`src/rtl/timer_loader_if.sv`:
```
// timer_loader_if: writer/reader link between the timer loader and the mod-10 digit chain
// Signals: sec_ones/sec_tens/min_ones load digits, loadn active-low load strobe,
//          en count enable, timer_zero zero flag of the most-significant counter.
// Modports: master = loader side, slave = counter chain side.
interface timer_loader_if;
  logic [3:0] sec_ones, sec_tens, min_ones;
  logic loadn, en, timer_zero;
  modport master (output sec_ones, sec_tens, min_ones, loadn, en, input timer_zero);
  modport slave (input sec_ones, sec_tens, min_ones, loadn, en, output timer_zero);
endinterface

```
`src/rtl/timer_loader.sv`:
```
// timer_loader: captures M:SS key entry and loads/starts the down-counting digit chain
// Ports: clk, clrn (async active-low reset), key_code/key_valid (keypad, press = rising edge),
//        start/cancel (level requests), busy (LOAD or RUN), done (one-cycle completion pulse),
//        chain (timer_loader_if.master: digits, loadn, en out; timer_zero in).
// Build option: define LOADER_SEC_CLAMP_EN to clamp seconds above 59 to 59 when loading.
module timer_loader (
  input  logic       clk,
  input  logic       clrn,
  input  logic [3:0] key_code,
  input  logic       key_valid,
  input  logic       start,
  input  logic       cancel,
  output logic       busy,
  output logic       done,
  timer_loader_if.master chain
);
  typedef enum logic [1:0] {IDLE, ENTRY, LOAD, RUN} state_t;
  state_t state, state_n;
  logic [3:0] so, st, mo, so_n, st_n, mo_n;
  logic key_prev, press, loadn, en;
  assign press = key_valid && !key_prev && key_code <= 4'd9;
  always_comb begin
    state_n = state;
    so_n = so;
    st_n = st;
    mo_n = mo;
    case (state)
      IDLE:
        if (press) begin
          state_n = ENTRY;
          mo_n = st;
          st_n = so;
          so_n = key_code;
        end
      ENTRY:
        if (cancel) begin
          state_n = IDLE;
          mo_n = 4'd0;
          st_n = 4'd0;
          so_n = 4'd0;
        end else if (start && {mo, st, so} != 12'd0) begin
          state_n = LOAD;
`ifdef LOADER_SEC_CLAMP_EN
          if (st > 4'd5) begin
            st_n = 4'd5;
            so_n = 4'd9;
          end
`endif
        end else if (press) begin
          mo_n = st;
          st_n = so;
          so_n = key_code;
        end
      LOAD: state_n = RUN;
      RUN:
        // zero wins over cancel so a coincident abort still reports completion
        if (chain.timer_zero || cancel) begin
          state_n = IDLE;
          mo_n = 4'd0;
          st_n = 4'd0;
          so_n = 4'd0;
        end
      default: state_n = IDLE;
    endcase
  end
  always_ff @(posedge clk or negedge clrn)
    if (!clrn) begin
      state <= IDLE;
      so <= 4'd0;
      st <= 4'd0;
      mo <= 4'd0;
      key_prev <= 1'b0;
      loadn <= 1'b1;
      en <= 1'b0;
      busy <= 1'b0;
      done <= 1'b0;
    end else begin
      state <= state_n;
      so <= so_n;
      st <= st_n;
      mo <= mo_n;
      key_prev <= key_valid;
      loadn <= state_n != LOAD;
      en <= state_n == RUN;
      busy <= state_n == LOAD || state_n == RUN;
      done <= state == RUN && chain.timer_zero;
    end
  assign chain.sec_ones = so;
  assign chain.sec_tens = st;
  assign chain.min_ones = mo;
  assign chain.loadn = loadn;
  assign chain.en = en;
endmodule

```
`src/flat_wrapper.sv`:
```
// flat-port wrapper written by rule: the top's interface ports become plain ports
module timer_loader_flat 
  (clk, clrn, key_code, key_valid, start, cancel, busy, done, chain_sec_ones, chain_sec_tens, chain_min_ones, chain_loadn, chain_en, chain_timer_zero);
  timer_loader_if chain_i ();
  input  logic clk;
  input  logic clrn;
  input  logic [3:0] key_code;
  input  logic key_valid;
  input  logic start;
  input  logic cancel;
  output logic busy;
  output logic done;
  output wire logic [$bits(chain_i.sec_ones)-1:0] chain_sec_ones;
  output wire logic [$bits(chain_i.sec_tens)-1:0] chain_sec_tens;
  output wire logic [$bits(chain_i.min_ones)-1:0] chain_min_ones;
  output wire logic [$bits(chain_i.loadn)-1:0] chain_loadn;
  output wire logic [$bits(chain_i.en)-1:0] chain_en;
  input wire logic [$bits(chain_i.timer_zero)-1:0] chain_timer_zero;
  assign chain_sec_ones = chain_i.sec_ones;
  assign chain_sec_tens = chain_i.sec_tens;
  assign chain_min_ones = chain_i.min_ones;
  assign chain_loadn = chain_i.loadn;
  assign chain_en = chain_i.en;
  assign chain_i.timer_zero = chain_timer_zero;
  timer_loader u_core (.clk(clk), .clrn(clrn), .key_code(key_code), .key_valid(key_valid), .start(start), .cancel(cancel), .busy(busy), .done(done), .chain(chain_i));
endmodule
```
`config.mk`:
```
export PLATFORM = sky130hd
export DESIGN_NAME = timer_loader_flat
export DESIGN_NICKNAME = d
export VERILOG_FILES = /design/src/rtl/timer_loader_if.sv /design/src/rtl/timer_loader.sv /design/src/flat_wrapper.sv
export SDC_FILE = /design/constraint.sdc
export NUM_CORES = 1
export LEC_CHECK = 0
export ABC_AREA = 1
export CORE_MARGIN = 4
export CORE_UTILIZATION = 35
export CTS_CLUSTER_SIZE = 40
export DETAILED_ROUTE_END_ITERATION = 10
export GPL_ROUTABILITY_DRIVEN = 0
export SYNTH_ARGS = -nofsm -noshare
export SYNTH_HDL_FRONTEND = slang
export SYNTH_SLANG_ARGS = --single-unit
```
`constraint.sdc`:
```
create_clock -name clk -period 1.65 [get_ports clk]
set_input_delay 0.4125 -clock clk [delete_from_list [all_inputs] [get_ports clk]]
set_output_delay 0.4125 -clock clk [all_outputs]
set_load 0.05 [all_outputs]
```
## After elaboration in Yosys (flattened, before gate mapping)

Index checks and enable logic that the tools add are counted.

| word-level totals | value |
|---|---|
| bits in registers | 19 |
| input bits | 10 |
| word-level logic and storage cells | 47 |

| operators by class | value |
|---|---|
| eq/ne operators | 8 |
| mux-type cells | 18 |
| reductions and logical operators | 11 |
| magnitude comparators | 1 |

Operators by type and width:

| kind | number |
|---|---|
| $mux 4 | 10 |
| $pmux 4 s3 | 3 |
| $reduce_bool 12->1 | 1 |
| $eq 2x2->1 const B | 4 |
| $mux 2 | 4 |
| $pmux 2 s4 | 1 |
| $le 4x4->1 const B | 1 |
| $logic_and 1x1->1 | 4 |
| $ne 3x3->1 const B | 1 |
| $reduce_and 3->1 | 1 |
| $reduce_bool 3->1 | 1 |
| $eq 2x1->1 const B | 1 |
| $logic_not 2->1 | 1 |
| $logic_or 1x1->1 | 2 |
| $ne 2x1->1 const B | 1 |
| $ne 2x2->1 const B | 1 |
| $logic_not 1->1 | 1 |

## Longest topological paths before layout

Gate-level depths: netlist (run 1).

| depth | value |
|---|---|
| word-level depth | 7 |
| gate-level depth with buffers | 10 |
| gate-level depth less buffers | 9 |

## Worst setup path after synthesis (run 1)

No wires, ideal clock.

| path | value |
|---|---|
| path kind | reg2reg |
| start point | register u_core.mo[3] (netlist: u_core.chain.min_ones[3]) |
| end point | register u_core.so[3] (netlist: u_core.chain.sec_ones[3]) |
| period minus slack after synthesis | 1536 ps |
| stages on the path, launching flop included | 10 |
| path slack | 114 ps |
| buffers on the path | 1 |
| library setup time | 117 ps |
| data arrival time | 1420 ps |
| cell sequence | dfrtp_1 -> nor2_1 -> and2_0 -> nand2_1 -> nand3_2 -> nand2_4 -> inv_6 -> buf_12 -> nand2_2 -> nand2_2 |

| on the way | value |
|---|---|
| cells in the longest elaborated chain, start to end | 4 |

RTL lines:

| item | line | RTL |
|---|---|---|
| start, declared | timer_loader.sv:19 | `logic [3:0] so, st, mo, so_n, st_n, mo_n;` |
| start signal, assigned | timer_loader.sv:81 | `mo <= mo_n;` |
| $reduce_bool 12->1 | timer_loader.sv:41 | `end else if (start && {mo, st, so} != 12'd0) begin` |
| $logic_and 1x1->1 | timer_loader.sv:41 |  |
| $ne 3x3->1 (no line) | n/a |  |
| $reduce_and 3->1 (no line) | n/a |  |
| end signal, assigned | timer_loader.sv:79 | `so <= so_n;` |
| end, declared | timer_loader.sv:19 |  |

No other way between the ends.
A chain may end at the register's enable or synchronous reset.

## Worst setup path in the final report (run 1)

| path | value |
|---|---|
| start point | input key_code[1] |
| end point | register u_core.mo[0] (netlist: u_core.chain.min_ones[0]) |

| on the way | value |
|---|---|
| cells in the longest elaborated chain, start to end | 6 |

RTL lines:

| item | line | RTL |
|---|---|---|
| start, declared | flat_wrapper.sv:7 | `input logic [3:0] key_code;` |
| $le 4x4->1 (*) | timer_loader.sv:21 | `assign press = key_valid && !key_prev && key_code <= 4'd9;` |
| $logic_and 1x1->1 (*) | timer_loader.sv:21 |  |
| $mux 4 (*) | n/a |  |
| $mux 4 (2 in a row) | n/a |  |
| $pmux 4 s3 (*) | n/a |  |

Every way passes the cells marked *; elsewhere a longest branch is shown, timed or not. The select of a mux whose other input is x is not followed.

==> results of run 1 <==
## critical path, delay by kind of cell
kind                   cells  cell delay, ps
AO/OA/AOI/OAI              1             180
buffers and inverters      2             670
AND/OR/NAND/NOR            6             460
## stage by stage
step / util / setup slack [ps] / instances
2_1_floorplan: - / 114 / 167
3_3_place_gp: 0.526 / -95.4 / 241
3_5_place_dp: 0.526 / -124 / 241
4_1_cts: 0.538 / 188 / 245
5_1_grt: 0.538 / 38.7 / 245
6_report: 0.538 / 187 / 245
## Yosys cell counts
library cell | instances | area share
o21ai_4 | 2 | 0.027
nand3_2 | 1 | 0.0084
nand2_4 | 1 | 0.0095
nor2_1 | 8 | 0.025
dfstp_2 | 1 | 0.022
nand2_1 | 71 | 0.22
nand2_2 | 21 | 0.11
inv_2 | 1 | 0.0032
nor2_2 | 3 | 0.016
inv_6 | 1 | 0.0074
and2_0 | 1 | 0.0053
buf_2 | 2 | 0.0084
clkbuf_1 | 2 | 0.0063
buf_4 | 2 | 0.013
dfrtp_1 | 17 | 0.36
nand4_1 | 1 | 0.0053
inv_1 | 5 | 0.016
buf_12 | 1 | 0.017
buf_6 | 1 | 0.0095
nand3_1 | 25 | 0.11
## cell type report
cell class	count	area [um2]	share of cell area
multi-input cells	134	638	0.376
repair buffers	38	483	0.285
inverters	7	31.3	0.0185
clock buffers	4	36.3	0.0214
flip-flops and latches	18	452	0.266
well taps	44	55.1	0.0325
## power by group
group | switching [mW] | internal [mW]
combinational | 1.03 | 0.674
clock | 0.156 | 0.135
sequential | 0.122 | 0.559
total | 1.30 | 1.37
## layer usage
| metal | track usage | share of wire | vias to the layer above |
|---|---|---|---|
| met5 | 0 | 0 | - |
| met4 | 0.0635 | 0.016 | 0 |
| met3 | 0.0255 | 0.040 | 6 |
| met2 | 0.260 | 0.50 | 34 |
| met1 | 0.194 | 0.44 | 571 |
| li1 | - | - | 589 |
## sequential cells by signal, indices dropped and copies added, names as in the netlist
name	count
u_core.chain.en	1
u_core.chain.min_ones	4
u_core.key_prev	1
u_core.done	1
u_core.chain.sec_tens	4
u_core.state	1
u_core.chain.sec_ones	4
u_core.busy	1
u_core.chain.loadn	1
## final timing paths
check / from / endpoint / slack (ps) / depth (start not counted)
max: key_code[1] / u_core.chain.min_ones[0] / 190 / 9
min: clrn / u_core.done / 430 / 2
max reg2reg: u_core.chain.sec_tens[2] / u_core.chain.sec_ones[0] / 190 / 9
min reg2reg: u_core.chain.min_ones[3] / u_core.chain.min_ones[3] / 620 / 2
max in group asynchronous: clrn / u_core.chain.loadn / 960 / 2
min in group clk: key_valid / u_core.key_prev / 580 / 1
## cells by family after synthesis
logic type,count (synthesis),synth area share
DFF,18,0.381
buffers and inverters,15,0.0803
AOI/OAI and AO/OA,2,0.0275
and+or+nand+nor,132,0.511
==> metrics.csv, run 1 <==
metric,value,unit
status,completed,
crit_path_top_delay_cell,clkdlybuf4s50_1,
ys_types,20,
crit_path_end_kind,flip-flop,
initialDrtViolationCount,73,
crit_path_max_incr_delay,470,ps
holdWs,431,ps
hpwl,2170,um
crit_type,in2reg,
final_common_cell,nand2_1,
finClkSkew,4.61,ps
via_count,1200,
synth.avg_cell_area,7.10,um2
worstSetupStartpointType,input pin,
first_global_vias,1171,
ys_seq_area_frac,0.381,
clk_latency,300,ps
routed_wl,3020,um
postCtsSetupBuffers,0,
drv_slew,0,
coreArea,0.00315,mm2
hold_path.class,in2async,
antenna_found_initial,0,
final-hold-violation-count,0,
hold_buffers,0,
die_area,0.00438,mm2
total_power,2.67,mW
fmax,684,MHz
relSlewSlack,0.734,
start_util,0.376,
setup_viol,0,
p_leak,0.881,nW
nets,212,
die_w,66.2,um
rsz0062_at_grt,no,
maxCapViolations,0,
num_rows,20,
clkSinkCount,18,
worst-path-max-fanout,13,
cp.arrival,1720,ps
ir_worst_vdd,571,uV
drc,0,
fin_crit,1460,ps
n_fill_cell,337,
grt_max_degree,19,
ctsResizeCount,0,
crit_chain,clkdlybuf4s50_1 > o21ai_4 > buf_4 > nand3_1 > nand2_1 > nand3_1 > nand2_1 > nand2_2 > nand2_2,
clk_path_buf_depth,2,
yosysWarnings,0,
drive_gt1_frac,0.318,
tightest_slew,399,ps
diodes,0,
finalCritPeriodShare,0.887,
syn-num-nets,177,
syn2layout_area_growth,43.1,%
placed_area,0.00166,mm2
fin_area,0.00170,mm2
dr.pass1.iters,4,
grt.total_usage,0.155,
cts_tree,done,
vias_per_cell,4.90,
layout_common_cells,"nand2_1 (71), nand3_1 (25), nand2_2 (21), dfrtp_1 (17), buf_4 (15)",
grt_pass1_wl,5240,um
clkSlewWorstSetupHoldPaths,120,ps
fin_setup_tns,0,ps
num_io_pins,26,
wire_per_inst,12.3,um
die_y,66.2,um
io_buffers,25,
htreeDepth,1,
antenna_left,0,
synthCells,167,
cts_buffers,3,
synth_area,0.00118,mm2
required,1910,ps
power.density,1580,mW/mm2
clockRootBuffer,clkbuf_4,
ys_seq_elements,18,
grt_overflow_total,0,
(Power assumes the default switching activity.)
==> run 2: changes to the inputs <==
--- a/config.mk
+++ b/config.mk
@@ -6,11 +6,13 @@
 export NUM_CORES = 1
 export LEC_CHECK = 0
 export ABC_AREA = 1
+export CORE_ASPECT_RATIO = 1.2
 export CORE_MARGIN = 4
 export CORE_UTILIZATION = 35
 export CTS_CLUSTER_SIZE = 40
 export DETAILED_ROUTE_END_ITERATION = 10
 export GPL_ROUTABILITY_DRIVEN = 0
+export MAX_ROUTING_LAYER = met4
 export SYNTH_ARGS = -nofsm -noshare
 export SYNTH_HDL_FRONTEND = slang
 export SYNTH_SLANG_ARGS = --single-unit
==> run 2 against run 1 <==
Sequential share of layout area fell by 0.27 points. Worst hold slack got worse by 0.65 ps. Maximum frequency fell by 1.1%. Sequential power rose by 3%. Die area barely moved. Routed wire length is 5.3% lower. Global-route usage decreased by 0.56 points. Setup slack got worse by 16 ps. Critical endpoint is now u_core.chain.sec_tens[2]. Largest power group unchanged.
==> metrics.csv, run 2 (same netlist as run 1, synthesis figures left out) <==
metric,value,unit
start_util,0.374,
grtUsageMet1,0.177,
tightest_slew,383,ps
relSlewSlack,0.744,
p_int,1.38,mW
die_y,71.7,um
grt_overflow_total,0,
drc,0,
clockRootBuffer,clkbuf_4,
dr.pass1.iters,4,
ff2ff_path_depth,9,
clkSlewWorstSetupHoldPaths,110,ps
busiest_layer,met2,
p_clk_frac,0.105,
hold_path.class,in2async,
finClkSkew,6.08,ps
clk_path_buf_depth,2,
maxCapViolations,0,
die_w,61.1,um
grt_pass1_wl,4840,um
final_common_cell,nand2_1,
diodes,0,
fmax,676,MHz
p_leak,0.893,nW
initialDrtViolationCount,54,
grt.total_usage,0.149,
syn2layout_area_growth,44.6,%
swShare,0.482,
r2r-end,u_core.chain.sec_ones[1],
cts_buffers,3,
die_area,0.00438,mm2
via_count,1163,
antenna_left,0,
fin_crit,1480,ps
ir_worst_vdd,926,uV
htreeDepth,1,
antenna_found_initial,0,
status,completed,
postCtsSetupBuffers,0,
ctsResizeCount,0,
met2_usage,0.251,
hold_buffers,0,
required,1890,ps
final-hold-violation-count,0,
routed_wl,2860,um
crit_path_end_kind,flip-flop,
finalCritPeriodShare,0.896,
cp.arrival,1720,ps
worst-path-max-fanout,10,
post-route-util,0.541,
r2r_slack,190,ps
layout_common_cells,"nand2_1 (71), nand3_1 (25), nand2_2 (21), dfrtp_1 (17), buf_4 (16)",
grt_use_met3,0.0216,
clk_latency,290,ps
drive_gt1_frac,0.325,
wire_per_inst,12.0,um
io_buffers,25,
rsz0062_at_grt,no,
n_fill_cell,286,
seqPwrFrac,0.262,
clkSinkCount,18,
worstSetupStartpointType,input pin,
num_rows,22,
grt_max_degree,19,
coreArea,0.00317,mm2
setup_viol,0,
drv_slew,0,
vias_per_cell,4.87,
r2r-start,u_core.chain.sec_ones[2],
p_switching,1.29,mW
crit_type,in2reg,
nets,214,
hpwl,2210,um
cts_tree,done,
first_global_vias,1121,
num_io_pins,26,
power.density,1560,mW/mm2
fin_setup_tns,0,ps
p_comb_frac,0.633,
==> run 2: per-layer routing <==
layer	part of all wire	wire, um	vias up
met5	0	0	-
met4	0.0059	17	0
met3	0.038	109	2
met2	0.54	1540	24
met1	0.42	1200	539
li1	-	-	598
==> run 2: power groups by stage <==
stage | combinational [mW] | clock, mW | sequential, mW
after floorplan | 0.704 | 0 | 1.03
after global routing | 1.82 | 0.308 | 0.715
after CTS | 1.70 | 0.292 | 0.701
after detailed placement | 1.70 | 0 | 0.710
final | 1.69 | 0.280 | 0.700
after global placement | 1.67 | 0 | 0.704
==> run 2: worst max path at each step <==
stage / cells past startpoint / end / startpoint
6_report: 10 / u_core.chain.sec_tens[2] / key_valid
5_1_grt: 10 / u_core.chain.min_ones[1] / key_valid
4_1_cts: 10 / u_core.chain.sec_tens[2] / key_valid
3_5_place_dp: 10 / u_core.chain.sec_tens[2] / key_valid
3_3_place_gp: 10 / u_core.chain.min_ones[1] / key_valid
2_1_floorplan: 9 / u_core.chain.sec_ones[3] / u_core.chain.min_ones[3]
==> run 2: critical path, stage by stage <==
cell	delay, ps
clkdlybuf4s50_1	470
inv_1	50
nor2_2	140
buf_4	200
nand3_1	80
nand2_1	100
nand3_1	90
nand2_2	90
nand2_2	40
nand2_1	50
==> run 2: final cells by class <==
| class | count | area, um2 | area share |
|---|---|---|---|
| Timing Repair Buffer | 40 | 510 | 0.298 |
| Sequential cell | 18 | 452 | 0.264 |
| Multi-Input combinational cell | 134 | 638 | 0.373 |
| Clock buffer | 4 | 36.3 | 0.0212 |
| Tap cell | 36 | 45.0 | 0.0263 |
| Inverter | 7 | 31.3 | 0.0183 |
==> run 2: metrics by stage <==
| stage | total power, mW | instance area (um2) | cells | setup WS [ps] | hold WS (ps) |
|---|---|---|---|---|---|
| 2_1_floorplan | 1.73 | 1180 | 167 | 114 | 117 |
| 3_3_place_gp | 2.37 | 1680 | 235 | -95.0 | 596 |
| 3_5_place_dp | 2.41 | 1680 | 235 | -150 | 609 |
| 4_1_cts | 2.70 | 1710 | 239 | 167 | 439 |
| 5_1_grt | 2.84 | 1710 | 239 | 33.3 | 453 |
| 6_report | 2.67 | 1710 | 239 | 171 | 430 |
==> run 3: changes to the inputs <==
--- a/config.mk
+++ b/config.mk
@@ -6,6 +6,7 @@
 export NUM_CORES = 1
 export LEC_CHECK = 0
 export ABC_AREA = 1
+export ABC_CLOCK_PERIOD_IN_PS = 1650
 export CORE_ASPECT_RATIO = 1.2
 export CORE_MARGIN = 4
 export CORE_UTILIZATION = 35
==> results of run 3 <==
The final DEF is identical to that of run 2; final timing and power are the same.
